==> src/rtl/counter_sched_pkg.sv <==
// counter_sched shared definitions
// FSM encodings and default sizing for the shared-counter scheduler
package counter_sched_pkg;

  typedef enum logic [1:0] {
    SCHED_IDLE = 2'd0,
    SCHED_RUN  = 2'd1,
    SCHED_DONE = 2'd2
  } sched_state_e;

  localparam int SCHED_NUM_REQ = 4;
  localparam int SCHED_WIDTH   = 3;

endpackage

==> src/rtl/counter_sched_rr_arbiter.sv <==
// counter_sched round-robin pick
// First set request at or after ptr, searching upward with wrap
module rr_arbiter #(
  parameter int N  = 4,
  parameter int IW = 2
) (
  input  logic [N-1:0]  req,
  input  logic [IW-1:0] ptr,
  output logic [N-1:0]  pick,
  output logic [IW-1:0] idx
);

  logic [IW-1:0] j;

  // scan from farthest to nearest so the nearest hit lands last
  always_comb begin
    pick = '0;
    idx  = '0;
    j    = '0;
    for (int k = N - 1; k >= 0; k--) begin
      j = IW'((int'(ptr) + k) % N);
      if (req[j]) begin
        pick = {{(N-1){1'b0}}, 1'b1} << j;
        idx  = j;
      end
    end
  end

endmodule

==> src/rtl/counter_sched.sv <==
// counter_sched top
// Grants one shared counter to requesters in round-robin order
module counter_sched
  import counter_sched_pkg::*;
#(
  parameter int NUM_REQ = SCHED_NUM_REQ,
  parameter int WIDTH   = SCHED_WIDTH
) (
  input  logic                     clk,
  input  logic                     reset,
  input  logic [NUM_REQ-1:0]       req,
  input  logic [NUM_REQ*WIDTH-1:0] dur,
  input  logic                     pause,
  input  logic [WIDTH-1:0]         count,
  output logic                     cnt_enable,
  output logic                     cnt_reset,
  output logic [NUM_REQ-1:0]       grant,
  output logic [NUM_REQ-1:0]       done,
  output logic                     busy
);

  localparam int IW = $clog2(NUM_REQ);

  sched_state_e state, state_n;

  logic [IW-1:0]      owner;
  logic [IW-1:0]      owner_inc;
  logic [IW-1:0]      rr_ptr;
  logic [IW-1:0]      pick_idx;
  logic [NUM_REQ-1:0] pick;
  logic [NUM_REQ-1:0] own_oh;
  logic [WIDTH-1:0]   dur_lat;
  logic               pick_any;
  logic               at_end;
  logic               abort;

  rr_arbiter #(
    .N  (NUM_REQ),
    .IW (IW)
  ) u_arb (
    .req  (req),
    .ptr  (rr_ptr),
    .pick (pick),
    .idx  (pick_idx)
  );

  assign pick_any = |pick;
  assign at_end   = (count == dur_lat);
  // completion outranks a dropped request
  assign abort    = (state == SCHED_RUN)
                  && !at_end && !req[owner];
  assign own_oh   = {{(NUM_REQ-1){1'b0}}, 1'b1}
                  << owner;
  assign owner_inc =
    (owner == IW'(NUM_REQ - 1)) ? '0
                                : owner + 1'b1;

  always_ff @(posedge clk) begin
    if (!reset) state <= SCHED_IDLE;
    else        state <= state_n;
  end

  always_ff @(posedge clk) begin
    if (!reset) begin
      owner   <= '0;
      dur_lat <= '0;
      rr_ptr  <= '0;
    end else begin
      if (state == SCHED_IDLE && pick_any) begin
        owner   <= pick_idx;
        dur_lat <= dur[pick_idx*WIDTH +: WIDTH];
      end
      if (state == SCHED_DONE || abort)
        rr_ptr <= owner_inc;
    end
  end

  always_comb begin
    state_n = state;
    case (state)
      SCHED_IDLE:
        if (pick_any) state_n = SCHED_RUN;
      SCHED_RUN:
        if (at_end)     state_n = SCHED_DONE;
        else if (abort) state_n = SCHED_IDLE;
      SCHED_DONE:
        state_n = SCHED_IDLE;
      default:
        state_n = SCHED_IDLE;
    endcase
  end

  always_comb begin
    cnt_enable = 1'b0;
    cnt_reset  = 1'b0;
    grant      = '0;
    done       = '0;
    busy       = 1'b0;
    case (state)
      SCHED_IDLE: cnt_reset = 1'b1;
      SCHED_RUN: begin
        grant      = own_oh;
        busy       = 1'b1;
        cnt_enable = !pause && !at_end;
      end
      SCHED_DONE: begin
        grant = own_oh;
        done  = own_oh;
        busy  = 1'b1;
      end
      default: cnt_reset = 1'b1;
    endcase
  end

endmodule

==> config.mk <==
export PLATFORM = sky130hd
export DESIGN_NAME = counter_sched
export DESIGN_NICKNAME = d
export VERILOG_FILES = /design/src/rtl/counter_sched_pkg.sv /design/src/rtl/counter_sched_rr_arbiter.sv /design/src/rtl/counter_sched.sv
export SDC_FILE = /design/constraint.sdc
export NUM_CORES = 1
export LEC_CHECK = 0
export CAP_MARGIN = 0
export CORE_AREA = 2 2 55 47
export CTS_BUF_LIST = sky130_fd_sc_hd__clkbuf_8 sky130_fd_sc_hd__clkbuf_16
export DETAILED_ROUTE_END_ITERATION = 8
export DIE_AREA = 0 0 57 49
export PLACE_DENSITY = 0.81
export SETUP_SLACK_MARGIN = 0.02
export SLEW_MARGIN = 20
export SYNTH_ARGS = -nofsm -noshare
export SYNTH_HDL_FRONTEND = slang
export SYNTH_SLANG_ARGS = --single-unit
export TNS_END_PERCENT = 100
==> constraint.sdc <==
create_clock -name clk -period 5.23 [get_ports clk]
set_input_delay 1.3075 -clock clk [delete_from_list [all_inputs] [get_ports clk]]
set_output_delay 1.3075 -clock clk [all_outputs]
set_load 0.02 [all_outputs]
==> impl_metrics.env, run 1 <==
export IMPL_timing_hold_violations_final=0
export IMPL_grt_pass1_vias=888
export IMPL_worst_path_buf_inv=2
export IMPL_final_common_cell="clkdlybuf4s50_1"
export IMPL_seq_area_frac_synth_pct=16.7
export IMPL_status="finished, final reports clean"
export IMPL_grt_pass1_wl_um=3650
export IMPL_multi_input_area_um2=826
export IMPL_final_cell_mix="clkdlybuf4s50_1, mux2i_1, ha_1"
export IMPL_hp_class="flop to flop"
export IMPL_cp_arrival_ps=2800
export IMPL_setup_tns_ps=0
export IMPL_power_leakage_nw=0.597
export IMPL_fin_skew_ps=0.358
export IMPL_finalCritPeriodShare_pct=78.5
export IMPL_numPortBuffers=32
export IMPL_maxCapViolations=0
export IMPL_ant_nets=0
export IMPL_hold_path_end="state[1]$_SDFFE_PN0P_"
export IMPL_die_w_um=57
export IMPL_clk_insertion_delay_late_ps=220
export IMPL_reg2reg_from="rr_ptr[0]$_SDFFE_PN0P_"
export IMPL_fillerInstances=201
export IMPL_peakVddDrop_mv=0.255
export IMPL_synth_edf_count=0
export IMPL_drive_gt1_share_pct=8.72
export IMPL_critPathCaptureType="primary output"
export IMPL_cts_setup_buffers=0
export IMPL_grt_setup_unrepaired="no"
export IMPL_dp_hpwl_um=1810
export IMPL_path_clk_slew_ps=40
export IMPL_drc=0
export IMPL_place_congestion=0.760
export IMPL_htree_levels=1
export IMPL_critPathMaxStageDelay_ps=600
export IMPL_grt_max_degree=11
export IMPL_post_cts_resized=0
export IMPL_cts_sinks=9
export IMPL_cp_cell_sequence="clkdlybuf4s50_1 -> xnor2_1 -> nand3_1 -> nand2_1 -> nor2_1 -> clkdlybuf4s50_1"
export IMPL_p_total_w=0.000541
export IMPL_regArea_um2=180
export IMPL_r2r_end="owner[1]$_SDFFE_PN0P_"
export IMPL_path_common_cell="clkdlybuf4s50_1"
export IMPL_min_path_cells=2
export IMPL_drt_iter0_drc=6
export IMPL_syn2layout_area_growth_pct=32.9
export IMPL_viasPerCell=5.22
export IMPL_async_reset_ff_share_pct=0
export IMPL_via_count=919
export IMPL_grt_antenna_before_repair=0
export IMPL_timing_fmax_mhz=243
export IMPL_ys_flop_type="dfxtp_1"
export IMPL_synth_cell_type_count=31
export IMPL_pin_count=33
export IMPL_r2r_slack_ps=2180
export IMPL_drt_wl_total_um=2140
export IMPL_grt_overflow_total=0
export IMPL_reg2regPathDepth=9
export IMPL_die_y_um=49
export IMPL_critPathLaunchType="primary input"
export IMPL_initial_core_util_pct=47.2
export IMPL_nNetsFinal=187
export IMPL_core_area_um2=2280
export IMPL_worst_pin_slew_ps=471
export IMPL_critPathMaxFanout=3
export IMPL_path_delay_family="buffers and inverters"
export IMPL_slew_violations=0
export IMPL_critPathSlowestCell="clkdlybuf4s50_1"
export IMPL_cts_root_buffer="clkbuf_8"
export IMPL_yosysWarnings=0
export IMPL_synth_seq_cells=9
export IMPL_cts_tree="built"
export IMPL_dr_pass1_iters=4
export IMPL_cp_required_ps=3920
export IMPL_cts_hold_fix_buffers=0
export IMPL_max_slew_margin_rel_pct=68.3
export IMPL_synth_nets=155
export IMPL_period_needed_ps=4110
export IMPL_min_from="state[1]$_SDFFE_PN0P_"
export IMPL_cellPowerDensity_nw_per_um2=378
export IMPL_placed_cells=172
export IMPL_fin_cells=176
export IMPL_finish_utilization_pct=62.7
export IMPL_cts_buffer_depth=2
export IMPL_cts_made_buffers=3
export IMPL_die_area_um2=2790
export IMPL_criticalPathCategory="primary input to primary output"
export IMPL_rows=16
export IMPL_num_antenna_cells=0
export IMPL_grtUsageTotal_pct=15.9
export IMPL_syn_area_per_cell_um2=9.13
export IMPL_synthCells=118
export IMPL_synth_area_um2=1080
export IMPL_setup_viol=0
export IMPL_wl_per_cell_um=12.1
## power breakdown
group,internal (W),leakage [nW],switching (W)
logic,0.000172,0.496,0.000173
clock network,0.0000508,0.0269,0.0000240
registers,0.0000912,0.0740,0.0000300
total,0.000314,0.597,0.000227
## cells in the mapped netlist (2+ instances only)
library cell  instances  area (um^2)
a21oi_1               7         35.0
and2_1               10         62.6
buf_6                 3         33.8
dfxtp_1               9          180
ha_1                 15          188
inv_1                 7         26.3
mux2_2                5         56.3
mux2i_1              17          170
nand2_1               5         18.8
nand3_1               2         10.0
nor2_1                6         22.5
nor2b_1               2         12.5
nor3_1                2         10.0
nor3b_1               2         15.0
nor4_1                4         25.0
o21ai_0               4         20.0
o32ai_1               2         17.5
xnor2_1               3         26.3
## registers in the layout, summed over array words and instances (netlist names)
signal,flops
state,2
rr_ptr,2
dur_lat,3
owner,2
## through the flow
| step | worst slack (ps) | hold slack, ps | instance area [um^2] |
|---|---|---|---|
| final | 1120 | 499 | 1430 |
| after global routing | 1040 | 547 | 1430 |
| after CTS | 1120 | 498 | 1430 |
| after detailed placement | 1120 | 487 | 1390 |
| after global placement | 1180 | 484 | 1390 |
| after floorplan | 2040 | 465 | 1080 |
## worst max-delay path by stage
stage | from | slack [ps] | end | cells after the start
2_1_floorplan | count[0] | 2040 | cnt_enable | 4
3_3_place_gp | count[0] | 1180 | cnt_enable | 6
3_5_place_dp | count[2] | 1120 | cnt_enable | 6
4_1_cts | count[2] | 1120 | cnt_enable | 6
5_1_grt | count[2] | 1040 | cnt_enable | 6
6_report | count[2] | 1120 | cnt_enable | 6
## tightest hold or removal path, stage by stage (launching register included)
cell and delay (ps):
dfxtp_1 320, nand2_1 60, o32ai_1 70
## per-layer routing
metal | vias to the layer above | GRT usage [%] | share of wire, %
li1 | 479 | - | -
met1 | 412 | 19.6 | 45
met2 | 26 | 29.1 | 50
met3 | 2 | 2.65 | 4.9
met4 | 0 | 2.71 | 0.56
met5 | - | 0 | 0
## cell type report
cell class / instances / area share [%]
Multi-Input combinational cell: 97 / 57.7
Timing Repair Buffer: 32 / 22.4
Sequential cell: 9 / 12.6
Clock buffer: 3 / 2.88
Tap cell: 27 / 2.36
Inverter: 7 / 1.84
Clock inverter: 1 / 0.262
## logic make-up after synthesis
kind of cell,share of synthesized area (%)
and+or+nand+nor,18.6
muxes,25.2
AOI/OAI and AO/OA,13.0
adders and majority gates,17.4
buffers and inverters,6.62
DFF,16.7
xor gates and xnor gates,2.44
Note: power is estimated with default switching activity, not from simulation.
==> run 2, diff against run 1 <==
- CORE_AREA: 2 2 55 47 -> 2 2 57 48
- DIE_AREA: 0 0 57 49 -> 0 0 59 50
- PLACE_DENSITY: 0.81 -> 0.77
- clock period: 5.23 -> 4 ns (I/O delays scaled with it)
==> run 2 against run 1 <==
Clock skew is 3.0 ps higher. Cell count stayed put. Count of clock-buffer cells in the layout stayed put. Largest cell class unchanged.
==> impl_metrics.env, run 2 (same netlist as run 1, synthesis figures left out) <==
export IMPL_status="finished, final reports clean"
export IMPL_largest_reg_flops=3
export IMPL_place_congestion=0.793
export IMPL_setup_tns_ps=0
export IMPL_timing_fmax_mhz=286
export IMPL_dr_pass1_iters=3
export IMPL_cts_setup_buffers=0
export IMPL_final_common_cell="clkdlybuf4s50_1"
export IMPL_power_leakage_nw=0.597
export IMPL_reg2regPathDepth=9
export IMPL_pre_cts_slack_ps=518
export IMPL_die_area_um2=2950
export IMPL_reg2reg_from="rr_ptr[0]$_SDFFE_PN0P_"
export IMPL_criticalPathCategory="primary input to primary output"
export IMPL_die_w_um=59
export IMPL_dp_hpwl_um=1830
export IMPL_drt_iter0_drc=15
export IMPL_maxCapViolations=0
export IMPL_cp_depth=6
export IMPL_cts_hold_fix_buffers=0
export IMPL_grt_overflow_total=0
export IMPL_cp_arrival_ps=2490
export IMPL_critPathMaxStageDelay_ps=610
export IMPL_cellPowerDensity_nw_per_um2=500
export IMPL_via_count=933
export IMPL_critPathMaxFanout=3
export IMPL_r2r_end="owner[1]$_SDFFE_PN0P_"
export IMPL_swShare_pct=42.6
export IMPL_cts_sinks=9
export IMPL_layout_setup_ws_ps=507
export IMPL_viasPerCell=5.30
export IMPL_largest_register="dur_lat"
export IMPL_worst_path_buf_inv=2
export IMPL_pin_count=33
export IMPL_worst_pin_slew_ps=470
export IMPL_path_common_cell="clkdlybuf4s50_1"
export IMPL_syn2layout_area_growth_pct=32.9
export IMPL_clockPowerShare_pct=14.5
export IMPL_hp_class="flop to flop"
export IMPL_peakVddDrop_mv=0.313
export IMPL_grt_max_degree=11
export IMPL_timing_hold_violations_final=0
export IMPL_clk_insertion_delay_late_ps=240
export IMPL_net_switching_power_w=0.000304
export IMPL_period_needed_ps=3490
export IMPL_numPortBuffers=32
export IMPL_seq_power_share_pct=22.2
export IMPL_die_y_um=50
export IMPL_drc=0
export IMPL_htree_levels=1
export IMPL_cp_required_ps=3000
export IMPL_max_slew_margin_rel_pct=68.4
export IMPL_power_frac_comb_pct=63.3
export IMPL_cts_tree="built"
export IMPL_rows=16
export IMPL_grt_pass1_wl_um=3840
export IMPL_endpoint="cnt_enable"
export IMPL_initial_core_util_pct=45.6
export IMPL_grtUsageTotal_pct=16.7
export IMPL_grt_pass1_vias=863
export IMPL_p_total_w=0.000715
export IMPL_slew_violations=0
export IMPL_wl_per_cell_um=12.7
export IMPL_post_cts_resized=0
export IMPL_critPathSlowestCell="clkdlybuf4s50_1"
export IMPL_ant_nets=0
export IMPL_cp_cell_sequence="clkdlybuf4s50_1 -> xnor2_1 -> nand3_1 -> nand2_1 -> nor2_1 -> clkdlybuf4s50_1"
export IMPL_drt_wl_total_um=2230
export IMPL_drive_gt1_share_pct=8.72
export IMPL_path_delay_family="buffers and inverters"
export IMPL_grt_setup_unrepaired="no"
export IMPL_num_antenna_cells=0
export IMPL_critPathCaptureType="primary output"
export IMPL_cts_root_buffer="clkbuf_8"
export IMPL_internal_power_w=0.000411
export IMPL_cts_made_buffers=3
export IMPL_path_clk_slew_ps=40
export IMPL_cp_startpoint="count[0]"
export IMPL_grt_antenna_before_repair=0
export IMPL_setup_viol=0
export IMPL_finalCritPeriodShare_pct=87.3
export IMPL_cts_buffer_depth=2
export IMPL_critPathLaunchType="primary input"
export IMPL_final_cell_mix="clkdlybuf4s50_1, mux2i_1, ha_1"
export IMPL_r2r_slack_ps=970
export IMPL_fin_skew_ps=3.36
export IMPL_core_area_um2=2360
export IMPL_nNetsFinal=187
## run 2: cell counts in the layout (fill, tap and decap cells not counted)
No cell type changed its count.
## run 2: power groups by stage
stage	sequential, W	clock, W	combinational, W
detailed placement	0.000160	0	0.000454
floorplan	0.000144	0	0.000370
global route	0.000165	0.000112	0.000499
global placement	0.000158	0	0.000438
finish	0.000159	0.000104	0.000453
CTS	0.000159	0.000105	0.000456
## run 2: layout make-up
cell class / instances / area [um^2]
clock buffer: 3 / 41.3
clock inverter: 1 / 3.75
fill: 221 / 931
inverter: 7 / 26.3
multi-input combinational: 97 / 826
sequential: 9 / 180
tap: 27 / 33.8
timing repair buffer: 32 / 320
## run 2: worst min path at each step
stage | start | end | slack (ps) | cells after the start
after detailed placement | state[1]$_SDFFE_PN0P_ | state[1]$_SDFFE_PN0P_ | 500 | 2
after CTS | state[1]$_SDFFE_PN0P_ | state[1]$_SDFFE_PN0P_ | 510 | 2
after floorplan | state[1]$_SDFFE_PN0P_ | state[1]$_SDFFE_PN0P_ | 470 | 2
after global placement | state[1]$_SDFFE_PN0P_ | state[1]$_SDFFE_PN0P_ | 490 | 2
after global routing | state[1]$_SDFFE_PN0P_ | state[1]$_SDFFE_PN0P_ | 550 | 2
final | state[1]$_SDFFE_PN0P_ | state[1]$_SDFFE_PN0P_ | 510 | 2
## run 2: worst register-to-register path, cell delays in order (launching register included)
cell     delay (ps)
dfxtp_1         580
inv_1           280
ha_1            520
mux2i_1         250
o22ai_2         110
mux2i_1         250
mux2i_1         300
and2_1          340
mux2i_1         210
and2_1          130
## run 2: stage by stage
stage / instances / utilization, % / hold WS (ps) / cell area [um^2]
floorplan: 118 / - / 465 / 1080
finish: 176 / 60.6 / 506 / 1430
global placement: 172 / 58.7 / 489 / 1390
detailed placement: 172 / 58.7 / 502 / 1390
CTS: 176 / 60.6 / 508 / 1430
global route: 176 / 60.6 / 547 / 1430
## run 2: per-layer routing
layer  part of all wire, %  GRT usage, %  wire (um)
met4                   1.3          5.68         29
met2                    47          28.1       1060
met1                    47          21.0       1040
met3                   4.5          3.15        101
met5                     0             0          0
==> run 3, diff against run 2 <==
- CAP_MARGIN: 0 -> 25
- SKIP_CTS_REPAIR_TIMING: unset -> 1
==> results of run 3 <==
Final layout, timing and power as in run 2 (identical DEF).
